[config.mk]
export PLATFORM = sky130hd
export DESIGN_NAME = pulse_tx_frame_scheduler
export DESIGN_NICKNAME = d
export VERILOG_FILES = /design/src/rtl/pulse_tx_frame_scheduler.sv
export SDC_FILE = /design/constraint.sdc
export NUM_CORES = 1
export LEC_CHECK = 0
export BUFFER_PORTS_ARGS = -buffer_cell sky130_fd_sc_hd__buf_2
export CORE_ASPECT_RATIO = 0.7
export CORE_MARGIN = 10
export CORE_UTILIZATION = 33
export CTS_CLUSTER_DIAMETER = 120
export DETAILED_ROUTE_END_ITERATION = 6
export PLACE_DENSITY = 0.59
export SLEW_MARGIN = 20
export SYNTH_ARGS = -nofsm -noshare
export SYNTH_HDL_FRONTEND = slang
export SYNTH_SLANG_ARGS = --single-unit
[constraint.sdc]
create_clock -name clk -period 2.55 [get_ports clk]
set_input_delay 0.255 -clock clk [delete_from_list [all_inputs] [get_ports clk]]
set_output_delay 0.255 -clock clk [all_outputs]
set_load 0.02 [all_outputs]
[src/rtl/pulse_tx_frame_scheduler.sv]
// pulse_tx_frame_scheduler: queues transmit frames and sequences the pulse transmitter through them
//
// Ports:
//   clk, rst_n               project clock, asynchronous active-low reset
//   cmd_valid / cmd_ready    frame command handshake into the FIFO (ready = not full)
//   cmd_end_count            program end count of the offered frame
//   cmd_loopback_count       program loopback count of the offered frame
//   cmd_repeat               extra runs of the frame (N gives N+1 runs)
//   cmd_gap                  idle cycles after each run
//   abort                    one-cycle pulse: stop, flush the queue, return to IDLE
//   tx_done                  one-cycle pulse from the transmitter at the end of a run
//   tx_start                 transmitter start level (acts on its rising edge)
//   tx_end_count             end count of the active frame
//   tx_loopback_count        loopback count of the active frame
//   busy                     scheduler is not IDLE
//   queue_level              FIFO occupancy
//   irq_en / irq_clear       interrupt enables and write-1-to-clear pulses
//   irq_status               bit0 frame_done, bit1 queue_drained (sticky)
//   irq                      any enabled status bit set
module pulse_tx_frame_scheduler #(
   parameter int QUEUE_DEPTH = 4,
   parameter int GAP_WIDTH   = 16
) (
   input  logic                                 clk,
   input  logic                                 rst_n,
   input  logic                                 cmd_valid,
   output logic                                 cmd_ready,
   input  logic [6:0]                           cmd_end_count,
   input  logic [6:0]                           cmd_loopback_count,
   input  logic [3:0]                           cmd_repeat,
   input  logic [GAP_WIDTH-1:0]                 cmd_gap,
   input  logic                                 abort,
   input  logic                                 tx_done,
   output logic                                 tx_start,
   output logic [6:0]                           tx_end_count,
   output logic [6:0]                           tx_loopback_count,
   output logic                                 busy,
   output logic [$clog2(QUEUE_DEPTH+1)-1:0]     queue_level,
   input  logic [1:0]                           irq_en,
   input  logic [1:0]                           irq_clear,
   output logic [1:0]                           irq_status,
   output logic                                 irq
);
   localparam int AW = $clog2(QUEUE_DEPTH);
   localparam int CW = $clog2(QUEUE_DEPTH+1);
   localparam int EW = 18 + GAP_WIDTH;

   typedef enum logic [1:0] {IDLE, RUN, GAP} state_t;

   state_t                 r_state, w_state_nxt;
   logic [EW-1:0]          r_mem [QUEUE_DEPTH];
   logic [AW-1:0]          r_wr, r_rd;
   logic [CW-1:0]          r_count;
   logic                   r_tx_start, w_start_nxt;
   logic [6:0]             r_end, r_loop;
   logic [3:0]             r_rep;
   logic [GAP_WIDTH-1:0]   r_gap, r_gap_cnt;
   logic [1:0]             r_irq, w_set;
   logic                   w_full, w_push, w_pop;
   logic                   w_gap_load, w_gap_dec, w_rep_dec;
   logic [EW-1:0]          w_head;

   assign w_full = r_count == CW'(QUEUE_DEPTH);
   assign cmd_ready = !w_full;
   // abort discards any command offered in the same cycle
   assign w_push = cmd_valid && !w_full && !abort;
   assign w_pop = r_state == IDLE && r_count != '0 && !abort;
   assign w_head = r_mem[r_rd];

   assign tx_start          = r_tx_start;
   assign tx_end_count      = r_end;
   assign tx_loopback_count = r_loop;
   assign busy              = r_state != IDLE;
   assign queue_level       = r_count;
   assign irq_status        = r_irq;
   assign irq               = |(r_irq & irq_en);

   always_comb begin
      w_state_nxt = r_state;
      w_start_nxt = r_tx_start;
      w_gap_load  = 1'b0;
      w_gap_dec   = 1'b0;
      w_rep_dec   = 1'b0;
      w_set       = 2'b00;
      if (abort) begin
         w_state_nxt = IDLE;
         w_start_nxt = 1'b0;
      end else begin
         case (r_state)
            IDLE: begin
               if (w_pop) begin
                  w_state_nxt = RUN;
                  w_start_nxt = 1'b1;
               end
            end
            RUN: begin
               if (tx_done) begin
                  w_state_nxt = GAP;
                  w_start_nxt = 1'b0;
                  w_gap_load  = 1'b1;
                  w_set[0]    = r_rep == 4'd0;
               end
            end
            GAP: begin
               if (r_gap_cnt != '0) begin
                  w_gap_dec = 1'b1;
               end else if (r_rep != 4'd0) begin
                  w_rep_dec   = 1'b1;
                  w_state_nxt = RUN;
                  w_start_nxt = 1'b1;
               end else begin
                  w_state_nxt = IDLE;
                  w_set[1]    = r_count == '0;
               end
            end
            default: begin
               w_state_nxt = IDLE;
               w_start_nxt = 1'b0;
            end
         endcase
      end
   end

   always_ff @(posedge clk) begin
      if (w_push) r_mem[r_wr] <= {cmd_end_count, cmd_loopback_count, cmd_repeat, cmd_gap};
   end

   always_ff @(posedge clk or negedge rst_n) begin
      if (!rst_n) begin
         r_state    <= IDLE;
         r_tx_start <= 1'b0;
         r_wr       <= '0;
         r_rd       <= '0;
         r_count    <= '0;
         r_end      <= '0;
         r_loop     <= '0;
         r_rep      <= '0;
         r_gap      <= '0;
         r_gap_cnt  <= '0;
         r_irq      <= '0;
      end else begin
         r_state    <= w_state_nxt;
         r_tx_start <= w_start_nxt;
         // a set in the same cycle as its clear wins
         r_irq      <= (r_irq & ~irq_clear) | w_set;
         if (abort) begin
            r_wr    <= '0;
            r_rd    <= '0;
            r_count <= '0;
            r_rep   <= '0;
         end else begin
            if (w_push) r_wr <= r_wr + 1'b1;
            if (w_pop) r_rd <= r_rd + 1'b1;
            r_count <= r_count + CW'(w_push) - CW'(w_pop);
            if (w_pop) begin
               r_end  <= w_head[EW-1 -: 7];
               r_loop <= w_head[EW-8 -: 7];
               r_rep  <= w_head[GAP_WIDTH +: 4];
               r_gap  <= w_head[GAP_WIDTH-1:0];
            end else if (w_rep_dec) begin
               r_rep <= r_rep - 4'd1;
            end
            if (w_gap_load) r_gap_cnt <= r_gap;
            else if (w_gap_dec) r_gap_cnt <= r_gap_cnt - 1'b1;
         end
      end
   end
endmodule

==> run_results.csv, run 1 <==
group,metric,value,unit
power_and_ir_drop,power_density,1020,mW/mm2
synthesis,yosysTopAreaCell,"edfxtp_1",
global_route,gr-total-overflow,0,
synthesis,synthTopCellsByArea,"edfxtp_1, dfrtp_1, mux4_2",
min_path,worstHoldPathType,"in -> reg",
worst_setup_path,path_class,"reg -> reg",
timing,final.setup.tns,0,ns
global_route,grt_usage,0.110,
synthesis,synth_commonest_cells,"edfxtp_1, dfrtp_1, mux4_2",
finish,nets,596,
global_route,grt_start_max_net_pins,63,
finish,drive_gt1_frac,0.348,
power_and_ir_drop,fin_total_pwr,9.63,mW
timing,relSlewSlack,0.581,
power_and_ir_drop,power.internal,6.60,mW
placed_design,place_congestion,0.768,
finish,final_cells,875,
floorplan,die_h,150,um
routing,wire_per_inst,18.3,um
timing,finalHoldViolations,0,
global_route,grt_pass1_vias,4475,
clock_tree,clkTransAtPathRegs,0.08,ns
synthesis,seq_area_frac_synth,0.706,
timing,tightest_slew,0.626,ns
power_and_ir_drop,combPwrFrac,0.261,
synthesis,yosysMostFrequentCell,"edfxtp_1",
worst_setup_path,endpoint_kind,"flip-flop",
worst_setup_path,cpMaxStageDelayCell,"dfrtp_1",
routing,final_antenna_net_count,0,
synthesis,ys_seq_elements,198,
global_route,antenna_found_initial,3,
worst_setup_path,startpoint_type,"flip-flop",
floorplan,initial_core_util,0.337,
synthesis,synth-main-ff-cell,"edfxtp_1",
power_and_ir_drop,p_seq_frac,0.464,
run,drv_cap,0,
routing,drt_first_pass_iters,7,
power_and_ir_drop,p_leak,3.34,nW
global_route,grt_pass1_wl,25.7,mm
clock_tree,cts_buffers,17,
synthesis,synth.avg_cell_area,17.3,um2
placed_design,dp.cells,838,
floorplan,coreArea,0.0237,mm2
timing,finalCritPeriodShare,0.908,
synthesis,yosys.area.top_type_share,0.511,
placed_design,placed_area,0.00881,mm2
synthesis,ys_warn_count,0,
floorplan,dieWidth,206,um
finish,fin_area,0.00946,mm2
routing,vias_per_cell,4.79,
timing,finalSetupViolations,0,
synthesis,async_flop_share,0.313,
timing,skew,0.0110,ns
worst_setup_path,crit_arrival,2.62,ns
synthesis,syn_nets,515,
finish,synthToLayoutAreaGrowth,18.5,%
clock_tree,clock_latency,0.44,ns
routing,drc_errors,0,
outcome,status,"completed",
worst_setup_path,crit_chain,"or2_4 > or2_2 > nor2_4 > ha_1 > inv_1 > ha_1 > inv_1 > fa_1 > xnor2_1 > nor2_1",
worst_setup_path,worstPathRequired,2.85,ns
routing,via_count,4195,
synthesis,synthCells,461,
clock_tree,clock_path_buffers,2,
clock_tree,cts_tree,"built",
timing,rsz0062_at_grt,"false",
clock_tree,cts.sinks,198,
timing,max_freq,432,MHz
clock_tree,cts_setup_buffers,0,
power_and_ir_drop,switching_share,0.315,
floorplan,io-pin-count,66,
power_and_ir_drop,p_sw,3.03,mW
synthesis,synth_edf_count,136,
routing,wirelength,16.0,mm
placed_design,io_buffer_count,65,
power_and_ir_drop,vdd_ir_drop_max,495,uV
power_and_ir_drop,pwr-share-clk,0.276,
routing,drt_iter0_markers,274,
clock_tree,htreeDepth,4,
timing,min_period,2.32,ns
worst_setup_path,worstPathMaxFanout,8,
timing,slew_violations,0,
synthesis,syn_area,0.00799,mm2
floorplan,dieArea,0.0309,mm2
floorplan,row_count,47,
placed_design,hpwlAfterDp,9.93,mm
clock_tree,root_buffer,"clkbuf_16",
worst_setup_path,cp_slowest_stage_delay,0.47,ns
synthesis,ys_types,45,
## worst max-delay path: cells and delay by family (launching register included)
| kind | cells | cell delay, ns |
|---|---|---|
| xor+xnor | 1 | 0.16 |
| fa+ha+maj | 3 | 0.73 |
| buf+inv | 2 | 0.10 |
| flops | 1 | 0.47 |
| simple gates | 4 | 0.73 |
## power by group through the flow
stage,Clock (mW),Combinational [mW],Sequential (mW)
floorplan,0,1.65,4.59
global placement,0,2.50,4.51
detailed placement,0,2.55,4.53
CTS,2.74,2.57,4.47
global route,2.87,2.78,4.54
finish,2.65,2.51,4.46
## state kept, by name, indices dropped and copies added, names as in the netlist
register,flops
r_wr,2
r_gap,16
queue_level,3
r_rep,4
tx_loopback_count,7
r_gap_cnt,16
tx_end_count,7
r_rd,2
r_mem,136
irq_status,2
tx_start,1
r_state,2
## area by class of cell
class | instances | area, um2
clock inverter | 15 | 185
tap | 318 | 398
inverter | 13 | 48.8
multi-input combinational | 231 | 2230
antenna | 2 | 5.00
fill | 2113 | 14200
sequential | 198 | 5640
clock buffer | 17 | 425
timing repair buffer | 81 | 528
## logic make-up (layout without fill, tap and decap cells)
kind of cell | count (synthesis) | in the layout | synth area share
fa+ha+maj | 11 | 11 | 0.0182
buf+inv | 32 | 126 | 0.0168
compound gates | 44 | 44 | 0.0376
mux | 65 | 65 | 0.140
simple gates | 93 | 93 | 0.0625
flops | 198 | 198 | 0.706
xor+xnor | 18 | 18 | 0.0197
other cells | 0 | 2 | 0
## metal layers
metal | vias up | track usage | wire (um)
li1 | 1933 | - | -
met1 | 2148 | 0.142 | 7220
met2 | 90 | 0.172 | 7600
met3 | 22 | 0.0328 | 900
met4 | 2 | 0.0429 | 281
met5 | - | 0 | 13
## placed cells by master (no fill, tap or decap), types with 4 or more instances in the layout
master	instances
ha_1	10
nand2_1	21
nand3_1	5
edfxtp_1	136
a211oi_1	5
nand4_1	5
xnor2_1	15
clkbuf_16	17
buf_4	7
buf_2	65
nor3b_1	6
inv_1	13
clkinv_8	7
buf_12	6
a31oi_1	4
o21ai_0	11
nor2_1	28
dfrtp_1	60
a21oi_1	11
nor3_1	7
mux4_2	34
and2_2	4
mux2_2	31
## repair_timing
action | CTS | global route
hold buffers | 3 | 0
hold endpoints to repair | 64 | 0
resized for setup | 0 | 0
## worst paths after layout
| path | start | slack [ns] | end | depth (start not counted) |
|---|---|---|---|---|
| max | r_state[1] | 0.23 | queue_level[2] | 10 |
| min | cmd_end_count[6] | 0.03 | r_mem[3][33] | 1 |
| max reg2reg | r_state[1] | 0.23 | queue_level[2] | 10 |
| min reg2reg | r_gap[0] | 0.48 | r_gap_cnt[0] | 2 |
| max in group asynchronous | rst_n | 1.87 | r_rd[1] | 3 |
| min in group asynchronous | rst_n | 0.37 | tx_loopback_count[1] | 3 |
## stage by stage
| step | util | hold slack, ns | setup slack (ns) |
|---|---|---|---|
| final | 0.399 | 0.0279 | 0.235 |
| after global routing | 0.399 | 0.00667 | 0.0306 |
| after CTS | 0.399 | 0.00932 | 0.247 |
| after detailed placement | 0.372 | 0.301 | 0.258 |
| after global placement | 0.372 | 0.301 | 0.319 |
| after floorplan | - | -0.0406 | 0.0689 |
Note: power is estimated with default switching activity, not from simulation.
==> run 2, diff against run 1 <==
--- a/config.mk
+++ b/config.mk
@@ -8,10 +8,10 @@
 export BUFFER_PORTS_ARGS = -buffer_cell sky130_fd_sc_hd__buf_2
 export CORE_ASPECT_RATIO = 0.7
 export CORE_MARGIN = 10
-export CORE_UTILIZATION = 33
+export CORE_UTILIZATION = 45
 export CTS_CLUSTER_DIAMETER = 120
 export DETAILED_ROUTE_END_ITERATION = 6
-export PLACE_DENSITY = 0.59
+export PLACE_DENSITY = 0.73
 export SLEW_MARGIN = 20
 export SYNTH_ARGS = -nofsm -noshare
 export SYNTH_HDL_FRONTEND = slang
==> run 2 against run 1 <==
Critical path depth grew 2; clock skew shrank 0.00081 ns; sequential power is essentially flat; critical path type unchanged; first-iteration DRC count grew 12%.
==> run_results.csv, run 2 (synthesis gave the netlist of run 1 again) <==
group,metric,value,unit
floorplan,coreArea,0.0173,mm2
finish,top_regs,"r_mem (136), r_gap (16), r_gap_cnt (16)",
timing,max_freq,434,MHz
floorplan,dieWidth,179,um
routing,final_antenna_net_count,0,
timing,tightest_slew,0.705,ns
floorplan,die_h,131,um
power_and_ir_drop,p_seq_frac,0.472,
outcome,status,"completed",
timing,finalSetupViolations,0,
routing,wire_per_inst,19.4,um
finish,largest_reg_flops,136,
clock_tree,cts_setup_buffers,0,
finish,utilization,0.539,
timing,rsz0062_at_grt,"false",
worst_setup_path,path_class,"reg -> reg",
run,drv_cap,0,
power_and_ir_drop,pwr-share-clk,0.264,
power_and_ir_drop,switching_share,0.308,
clock_tree,clock_path_buffers,2,
placed_design,io_buffer_count,65,
routing,via_count,4222,
worst_setup_path,worstPathRequired,2.86,ns
power_and_ir_drop,vdd_ir_drop_max,544,uV
finish,final_common_cell,"edfxtp_1",
global_route,grt_usage,0.134,
worst_setup_path,crit_chain,"nor2_1 > nand2_1 > nand2_1 > nor2_2 > inv_1 > ha_1 > inv_1 > ha_1 > inv_1 > fa_1 > xnor2_1 > nor2_1",
routing,drc_errors,0,
timing,skew,0.0102,ns
finish,nets,595,
timing,finalHoldViolations,0,
timing,finalCritPeriodShare,0.904,
worst_setup_path,crit_arrival,2.62,ns
placed_design,placed_area,0.00871,mm2
placed_design,hpwlAfterDp,9.48,mm
routing,drt_iter0_markers,307,
power_and_ir_drop,p_leak,3.31,nW
finish,drive_gt1_frac,0.345,
global_route,gr-total-overflow,0,
clock_tree,root_buffer,"clkbuf_16",
worst_setup_path,worstPathMaxFanout,6,
timing,hold-worst-slack,0.0261,ns
finish,fin_area,0.00930,mm2
clock_tree,cts.sinks,198,
worst_setup_path,startpoint_type,"flip-flop",
power_and_ir_drop,p_sw,2.91,mW
floorplan,initial_core_util,0.463,
floorplan,row_count,40,
routing,wirelength,15.2,mm
routing,drt_first_pass_iters,4,
timing,relSlewSlack,0.530,
placed_design,place_congestion,0.884,
timing,final.setup.tns,0,ns
floorplan,dieArea,0.0236,mm2
global_route,grt_pass1_vias,4411,
clock_tree,cts_buffers,17,
placed_design,post-place-ws,0.102,ns
global_route,antenna_found_initial,2,
power_and_ir_drop,combPwrFrac,0.263,
clock_tree,cts_tree,"built",
min_path,worstHoldPathType,"in -> reg",
finish,regMostFlops,"r_mem",
worst_setup_path,cp_slowest_stage_delay,0.50,ns
worst_setup_path,endpoint_kind,"flip-flop",
timing,min_period,2.31,ns
finish,synthToLayoutAreaGrowth,16.5,%
clock_tree,clkTransAtPathRegs,0.07,ns
power_and_ir_drop,power_density,1020,mW/mm2
clock_tree,htreeDepth,4,
timing,setup_slack,0.244,ns
global_route,grt_pass1_wl,24.3,mm
global_route,grt_start_max_net_pins,39,
floorplan,io-pin-count,66,
worst_setup_path,cpMostUsedCell,"inv_1",
routing,vias_per_cell,5.36,
timing,slew_violations,0,
power_and_ir_drop,power.internal,6.56,mW
finish,final_cell_mix,"edfxtp_1, buf_2, dfrtp_1",
clock_tree,clock_latency,0.44,ns
worst_setup_path,cpMaxStageDelayCell,"dfrtp_1",
-- run 2: area by class of cell --
type / instances / area, um2
Sequential cell: 198 / 5640
Multi-Input combinational cell: 231 / 2240
Clock buffer: 18 / 429
Antenna cell: 2 / 5.00
Clock inverter: 14 / 119
Inverter: 13 / 48.8
Tap cell: 231 / 289
Fill cell: 1351 / 7960
Timing Repair Buffer: 80 / 533
-- run 2: repair_timing --
item	4_1_cts	5_1_grt
endpoints found under the setup margin	0	1
gates resized for setup	0	3
hold endpoints to repair	26	0
hold buffers	3	0
-- run 2: power groups by stage --
stage          sequential (mW)  clock (mW)  combinational [mW]
5_1_grt                   4.56        2.71                2.77
6_report                  4.47        2.50                2.50
2_1_floorplan             4.59           0                1.65
4_1_cts                   4.48        2.57                2.53
3_3_place_gp              4.49           0                2.44
3_5_place_dp              4.53           0                2.51
-- run 2: through the flow --
stage               instances  power (mW)
floorplan                 461        6.25
CTS                       785        9.57
detailed placement        750        7.04
global route              785        10.0
finish                    787        9.47
global placement          750        6.93
-- run 2: worst max-delay path: cells and delay by family, from the launching register on --
kind | cells | cell delay [ns]
AND/OR/NAND/NOR | 5 | 0.55
flip-flops | 1 | 0.50
buffers and inverters | 3 | 0.18
adder cells (fa/ha/maj) | 3 | 0.79
XOR/XNOR | 1 | 0.17
-- run 2: path summary, 6_finish.rpt --
kind | cells past startpoint | slack (ns) | end | from
min | 1 | 0.03 | r_mem[2][8] | cmd_gap[8]
max in group asynchronous | 3 | 1.47 | r_rd[0] | rst_n
min reg2reg | 2 | 0.49 | r_gap_cnt[1] | r_gap[1]
max reg2reg | 12 | 0.24 | queue_level[2] | queue_level[1]
max | 12 | 0.24 | queue_level[2] | queue_level[1]
min in group asynchronous | 2 | 0.40 | irq_status[0] | rst_n
-- run 2: layer usage --
| layer | global-route usage | share of wire | up-vias |
|---|---|---|---|
| met5 | 0 | 0 | - |
| met4 | 0.0459 | 0.016 | 0 |
| met3 | 0.0467 | 0.071 | 14 |
| met2 | 0.198 | 0.47 | 100 |
| met1 | 0.180 | 0.44 | 2180 |
| li1 | - | - | 1928 |
